[src/rtl/arb_pkg.sv]
// Shared types for the registered priority arbiter.
// Only the arbitration state encoding lives here.
// Imported by the arbiter top.
package arb_pkg;

  // IDLE: no grant held. HOLD: grant presented, waiting for the consumer.
  typedef enum logic [0:0] {
    ARB_IDLE = 1'b0,
    ARB_HOLD = 1'b1
  } arb_state_e;

endpackage : arb_pkg

[src/rtl/prio_enc_n.sv]
// Combinational N-way priority encoder: highest set index wins.
// Latency: 0 cycles (pure combinational).
// Backpressure: none; the caller registers and holds the result.
module prio_enc_n #(
  parameter  int WIDTH = 16,
  localparam int IDX_W = $clog2(WIDTH)
) (
  input  logic [WIDTH-1:0] vec,
  output logic [IDX_W-1:0] idx,
  output logic             any
);

  // Ascending scan: a later (higher) set bit overrides earlier ones, so the
  // highest set index is left in idx. idx is 0 when nothing is set.
  always_comb begin
    idx = '0;
    any = 1'b0;
    for (int i = 0; i < WIDTH; i++) begin
      if (vec[i]) begin
        idx = IDX_W'(i);
        any = 1'b1;
      end
    end
  end

endmodule : prio_enc_n

[src/rtl/prio_arbiter.sv]
// Registered fixed / round-robin priority arbiter with valid-ready grant.
// Latency: request to gnt_valid in 1 cycle; one grant per cycle when ready.
// Backpressure: a presented grant is held stable until gnt_valid & gnt_ready.
module prio_arbiter
  import arb_pkg::*;
#(
  parameter  int WIDTH = 16,
  localparam int IDX_W = $clog2(WIDTH)
) (
  input  logic             clk,
  input  logic             rst_n,
  input  logic [WIDTH-1:0] req,
  input  logic             mode_rr,
  output logic             gnt_valid,
  input  logic             gnt_ready,
  output logic [IDX_W-1:0] gnt_idx,
  output logic [WIDTH-1:0] gnt_onehot
);

  arb_state_e       state;
  logic [IDX_W-1:0] ptr;

  logic             handshake;
  logic [WIDTH-1:0] cand;
  logic [WIDTH-1:0] ptr_mask;
  logic [IDX_W-1:0] low_idx;
  logic             low_any;
  logic [IDX_W-1:0] all_idx;
  logic             all_any;
  logic [IDX_W-1:0] win_idx;
  logic [WIDTH-1:0] win_onehot;
  logic [IDX_W-1:0] ptr_next;

  // Outputs are registered, so a handshake is only possible in HOLD.
  assign handshake = gnt_valid & gnt_ready;

  // Candidates: the source just accepted is dropped for this cycle so its
  // still-high request level cannot win twice back-to-back.
  always_comb begin
    cand = req;
    if (state == ARB_HOLD && handshake) begin
      cand = req & ~gnt_onehot;
    end
  end

  // Indices at or below ptr form the top of the rotating priority order.
  always_comb begin
    ptr_mask = '0;
    for (int i = 0; i < WIDTH; i++) begin
      ptr_mask[i] = (i <= int'(ptr));
    end
  end

  prio_enc_n #(.WIDTH(WIDTH)) u_enc_low (
    .vec (cand & ptr_mask),
    .idx (low_idx),
    .any (low_any)
  );

  prio_enc_n #(.WIDTH(WIDTH)) u_enc_all (
    .vec (cand),
    .idx (all_idx),
    .any (all_any)
  );

  // Round-robin prefers the highest candidate at or below ptr; if none, the
  // order wraps to WIDTH-1 downwards, which the unmasked encoder gives.
  always_comb begin
    win_idx = all_idx;
    if (mode_rr && low_any) begin
      win_idx = low_idx;
    end
    win_onehot = {{(WIDTH-1){1'b0}}, 1'b1} << win_idx;
  end

  // Accepted source becomes lowest priority; explicit wrap keeps this correct
  // for WIDTH values that are not a power of two.
  always_comb begin
    if (gnt_idx == '0) begin
      ptr_next = IDX_W'(WIDTH - 1);
    end else begin
      ptr_next = gnt_idx - IDX_W'(1);
    end
  end

  // State, rotation pointer and grant registers; reset wins over everything.
  always_ff @(posedge clk) begin
    if (!rst_n) begin
      state      <= ARB_IDLE;
      ptr        <= IDX_W'(WIDTH - 1);
      gnt_valid  <= 1'b0;
      gnt_idx    <= '0;
      gnt_onehot <= '0;
    end else begin
      case (state)
        ARB_IDLE: begin
          if (all_any) begin
            state      <= ARB_HOLD;
            gnt_valid  <= 1'b1;
            gnt_idx    <= win_idx;
            gnt_onehot <= win_onehot;
          end
        end
        ARB_HOLD: begin
          if (handshake) begin
            if (mode_rr) begin
              ptr <= ptr_next;
            end
            if (all_any) begin
              gnt_idx    <= win_idx;
              gnt_onehot <= win_onehot;
            end else begin
              state      <= ARB_IDLE;
              gnt_valid  <= 1'b0;
              gnt_onehot <= '0;
            end
          end
        end
        default: begin
          state      <= ARB_IDLE;
          gnt_valid  <= 1'b0;
          gnt_onehot <= '0;
        end
      endcase
    end
  end

endmodule : prio_arbiter

[config.mk]
export PLATFORM = sky130hd
export DESIGN_NAME = prio_arbiter
export DESIGN_NICKNAME = d
export VERILOG_FILES = /design/src/rtl/arb_pkg.sv /design/src/rtl/prio_enc_n.sv /design/src/rtl/prio_arbiter.sv
export SDC_FILE = /design/constraint.sdc
export NUM_CORES = 1
export LEC_CHECK = 0
export ABC_AREA = 1
export CAP_MARGIN = 20
export CORE_MARGIN = 4
export CORE_UTILIZATION = 55
export CTS_CLUSTER_DIAMETER = 200
export DETAILED_ROUTE_END_ITERATION = 7
export HOLD_SLACK_MARGIN = 0.03
export PLACE_DENSITY = 0.91
export REMOVE_ABC_BUFFERS = 1
export SYNTH_ARGS = -nofsm -noshare
export SYNTH_HDL_FRONTEND = slang
export SYNTH_SLANG_ARGS = --single-unit
export TNS_END_PERCENT = 10
[constraint.sdc]
create_clock -name clk -period 5.43 [get_ports clk]
set_input_delay 0.8145 -clock clk [delete_from_list [all_inputs] [get_ports clk]]
set_output_delay 0.8145 -clock clk [all_outputs]
set_load 0.005 [all_outputs]
==> results.json <==
{
  "finalSetupTns_ns": 0,
  "min-delay-path-class": "register to register",
  "crit_path_max_fanout": 10,
  "n_antenna_cell": 0,
  "multi_input_area_um2": 1170,
  "drive_above_1_share": 0.131,
  "syn_area_per_cell_um2": 6.37,
  "track_usage": 0.238,
  "grt_pass1_wl_mm": 8.18,
  "dp_hpwl_mm": 4.09,
  "required_ns": 5.68,
  "tightest_slew_ns": 0.507,
  "grt_max_degree": 19,
  "hold_buffers": 0,
  "setup_viol_count_final": 0,
  "cts_setup_buffers": 0,
  "fp.dieW_um": 66.2,
  "io_buffer_count": 40,
  "routed_wl_mm": 4.95,
  "drc": 0,
  "ys_seq_elements": 26,
  "antenna_found_initial": 0,
  "synth_cells": 293,
  "use_met2": 0.385,
  "cts-htree-levels": 1,
  "power.switching_uw": 134,
  "layout_min_cycle_time_ns": 2.98,
  "grt_pass1_vias": 1803,
  "cp.arrival_ns": 3.23,
  "nFillCells": 272,
  "drt_pre_antenna_iters": 7,
  "r2r.worst_path.cells": 17,
  "rrSetupSlack_ns": 3.02,
  "drtIter0Drc": 149,
  "powerDensity_nw_per_um2": 181,
  "cts-resized-gates": 0,
  "ys_seq_area_frac": 0.279,
  "synth_area_um2": 1870,
  "vias": 1993,
  "p_comb_frac": 0.283,
  "areaGrowthSynthToFinish_pct": 26.0,
  "fp.dieH_um": 66.2,
  "p_leak_uw": 0.00104,
  "initial_core_util": 0.592,
  "slew_violations": 0,
  "r2r_end": "gnt_onehot[5]$_SDFFE_PN0P_",
  "final_core_util": 0.745,
  "clkLatencyLatePin_ns": 0.32,
  "ys_warn_count": 0,
  "regArea_um2": 520,
  "cp-end-kind": "register",
  "io_pins": 41,
  "fin_nets": 358,
  "core_um2": 3150,
  "power.total_uw": 425,
  "cts_tree": "done",
  "clock_sinks": 26,
  "hold_viol_final": 0,
  "gp_congestion": 1.00,
  "routedWlPerCell_um": 13.1,
  "crit_type": "input pin to register",
  "fin_crit_sh": 0.549,
  "numCtsBuffers": 3,
  "antenna_left": 0,
  "seq_power_share": 0.486,
  "viasPerCell": 5.26,
  "clock_skew_ns": 0.0103,
  "start_kind": "input pin",
  "die-area_um2": 4390,
  "num_rows": 20,
  "grt_overflow": 0,
  "ys_types": 40,
  "rsz0062_at_grt": "false",
  "outcome": "completed",
  "cts.reportedPaths.clkPinSlew_ns": 0.13,
  "maxCapViolCount": 0,
  "crit_path_end": "gnt_onehot[5]$_SDFFE_PN0P_",
  "clockBufferDepth": 2,
  "p_int_uw": 291,
  "grt_use_met3": 0.0238,
  "rr_startpoint": "gnt_valid$_SDFFE_PN0P_",
  "met1_usage": 0.331,
  "grt.busiest_layer": "met2",
  "root_buffer": "clkbuf_4",
  "layout_setup_ws_ns": 2.45,
  "p_sw_frac": 0.315,
  "slew-limit-headroom": 0.660,
  "fmax_mhz": 336,
  "place_ws_ns": 2.12,
  "ir_drop_mv": 0.136,
  "crit_start": "gnt_ready",
  "p_clk_frac": 0.231
}
==> Yosys cell counts <==
cell type / number / area, um^2
inv_6: 1 / 8.76
nand3_4: 1 / 17.5
nand2_1: 76 / 285
xor2_1: 1 / 8.76
nor3_4: 1 / 16.3
a211o_2: 1 / 10.0
xnor2_1: 1 / 8.76
o21ai_1: 3 / 15.0
o211ai_1: 6 / 45.0
clkinv_1: 1 / 3.75
o21bai_1: 1 / 7.51
nor2_4: 2 / 22.5
clkinv_2: 1 / 5.00
o21ai_2: 4 / 35.0
nand2_4: 6 / 67.6
nor3b_1: 1 / 7.51
inv_1: 33 / 124
nor2_2: 3 / 18.8
nand2_2: 8 / 50.1
o21a_1: 1 / 7.51
a21o_1: 1 / 7.51
clkbuf_1: 2 / 7.51
nor3_2: 1 / 10.0
a211oi_1: 1 / 7.51
dfxtp_1: 26 / 521
and2_1: 1 / 6.26
a21oi_1: 16 / 80.1
a31o_2: 1 / 8.76
o21ai_0: 10 / 50.1
nand3_2: 1 / 10.0
ha_1: 2 / 25.0
inv_4: 2 / 12.5
nand4_1: 14 / 87.6
inv_2: 4 / 15.0
nand3_1: 6 / 30.0
and2_4: 1 / 8.76
nor2_1: 49 / 184
a21boi_2: 1 / 11.3
o31ai_1: 1 / 7.51
or3_4: 1 / 11.3
==> metal layers <==
metal | vias to the layer above | routed length [um]
met5 | - | 0
met4 | 0 | 32
met3 | 4 | 323
met2 | 70 | 2360
met1 | 896 | 2240
li1 | 1023 | -
==> metrics by stage <==
stage / instances / area [um^2] / hold WS (ns)
floorplan: 291 / 1860 / 0.473
global placement: 375 / 2310 / 0.473
detailed placement: 375 / 2310 / 0.471
CTS: 379 / 2350 / 0.490
global route: 379 / 2350 / 0.511
finish: 379 / 2350 / 0.499
==> cell type report <==
type,instances,area share
sequential,26,0.222
inverter,42,0.0719
tap,44,0.0234
multi-input combinational,223,0.497
timing repair buffer,40,0.170
clock buffer,4,0.0154
==> sequential cells by signal, summed over array words and instances (netlist names) <==
name and flops:
ptr 4, gnt_idx 4, gnt_valid 1, state 1, gnt_onehot 16
==> logic make-up after synthesis <==
family | synth area share
and+or+nand+nor | 0.447
AOI/OAI and AO/OA | 0.157
buffers and inverters | 0.0946
DFF | 0.279
xor gates and xnor gates | 0.00939
adders and majority gates | 0.0134
==> how the worst min path moves through the flow <==
stage                          startpoint                         end  slack [ns]  cells after the start
2_1_floorplan  gnt_onehot[0]$_SDFFE_PN0P_  gnt_onehot[0]$_SDFFE_PN0P_        0.47                      2
3_3_place_gp   gnt_onehot[4]$_SDFFE_PN0P_  gnt_onehot[4]$_SDFFE_PN0P_        0.47                      2
3_5_place_dp   gnt_onehot[4]$_SDFFE_PN0P_  gnt_onehot[4]$_SDFFE_PN0P_        0.47                      2
4_1_cts        gnt_onehot[4]$_SDFFE_PN0P_  gnt_onehot[4]$_SDFFE_PN0P_        0.49                      2
5_1_grt        gnt_onehot[4]$_SDFFE_PN0P_  gnt_onehot[4]$_SDFFE_PN0P_        0.51                      2
6_report       gnt_onehot[4]$_SDFFE_PN0P_  gnt_onehot[4]$_SDFFE_PN0P_        0.50                      2
==> cell usage in the layout (no fill, tap or decap), types with 2 or more instances in the layout <==
master	Yosys	layout
clkdlybuf4s50_1	0	40
o21ai_1	3	3
inv_1	33	33
clkbuf_4	0	3
o211ai_1	6	6
nand2_4	6	6
o21ai_0	10	10
nor2_4	2	2
nor2_1	49	49
nor2_2	3	3
ha_1	2	2
inv_4	2	2
nand3_1	6	6
o21ai_2	4	4
a21oi_1	16	16
nand4_1	14	14
dfxtp_1	26	26
nand2_1	76	76
inv_2	4	4
nand2_2	8	8
==> power by group through the flow <==
stage	registers [uW]	logic, uW	clock network (uW)
5_1_grt	208	134	107
6_report	206	120	98.0
4_1_cts	206	120	97.9
2_1_floorplan	209	75.3	0
3_5_place_dp	210	119	0
3_3_place_gp	210	118	0
==> critical path, stage by stage <==
cell and delay [ns]:
clkdlybuf4s50_1 0.55, nand3_4 0.18, inv_6 0.16, nand2_1 0.10, nand3_1 0.09, and2_1 0.18, nand3_2 0.10, nor3_2 0.16
nand2_2 0.09, nand2_4 0.11, inv_4 0.05, nand2_2 0.07, nand2_4 0.07, clkinv_2 0.10, nand4_1 0.12, nor2_1 0.14
nor2_1 0.06, nor2_1 0.08
No activity file was read; power rests on OpenSTA's default activity.
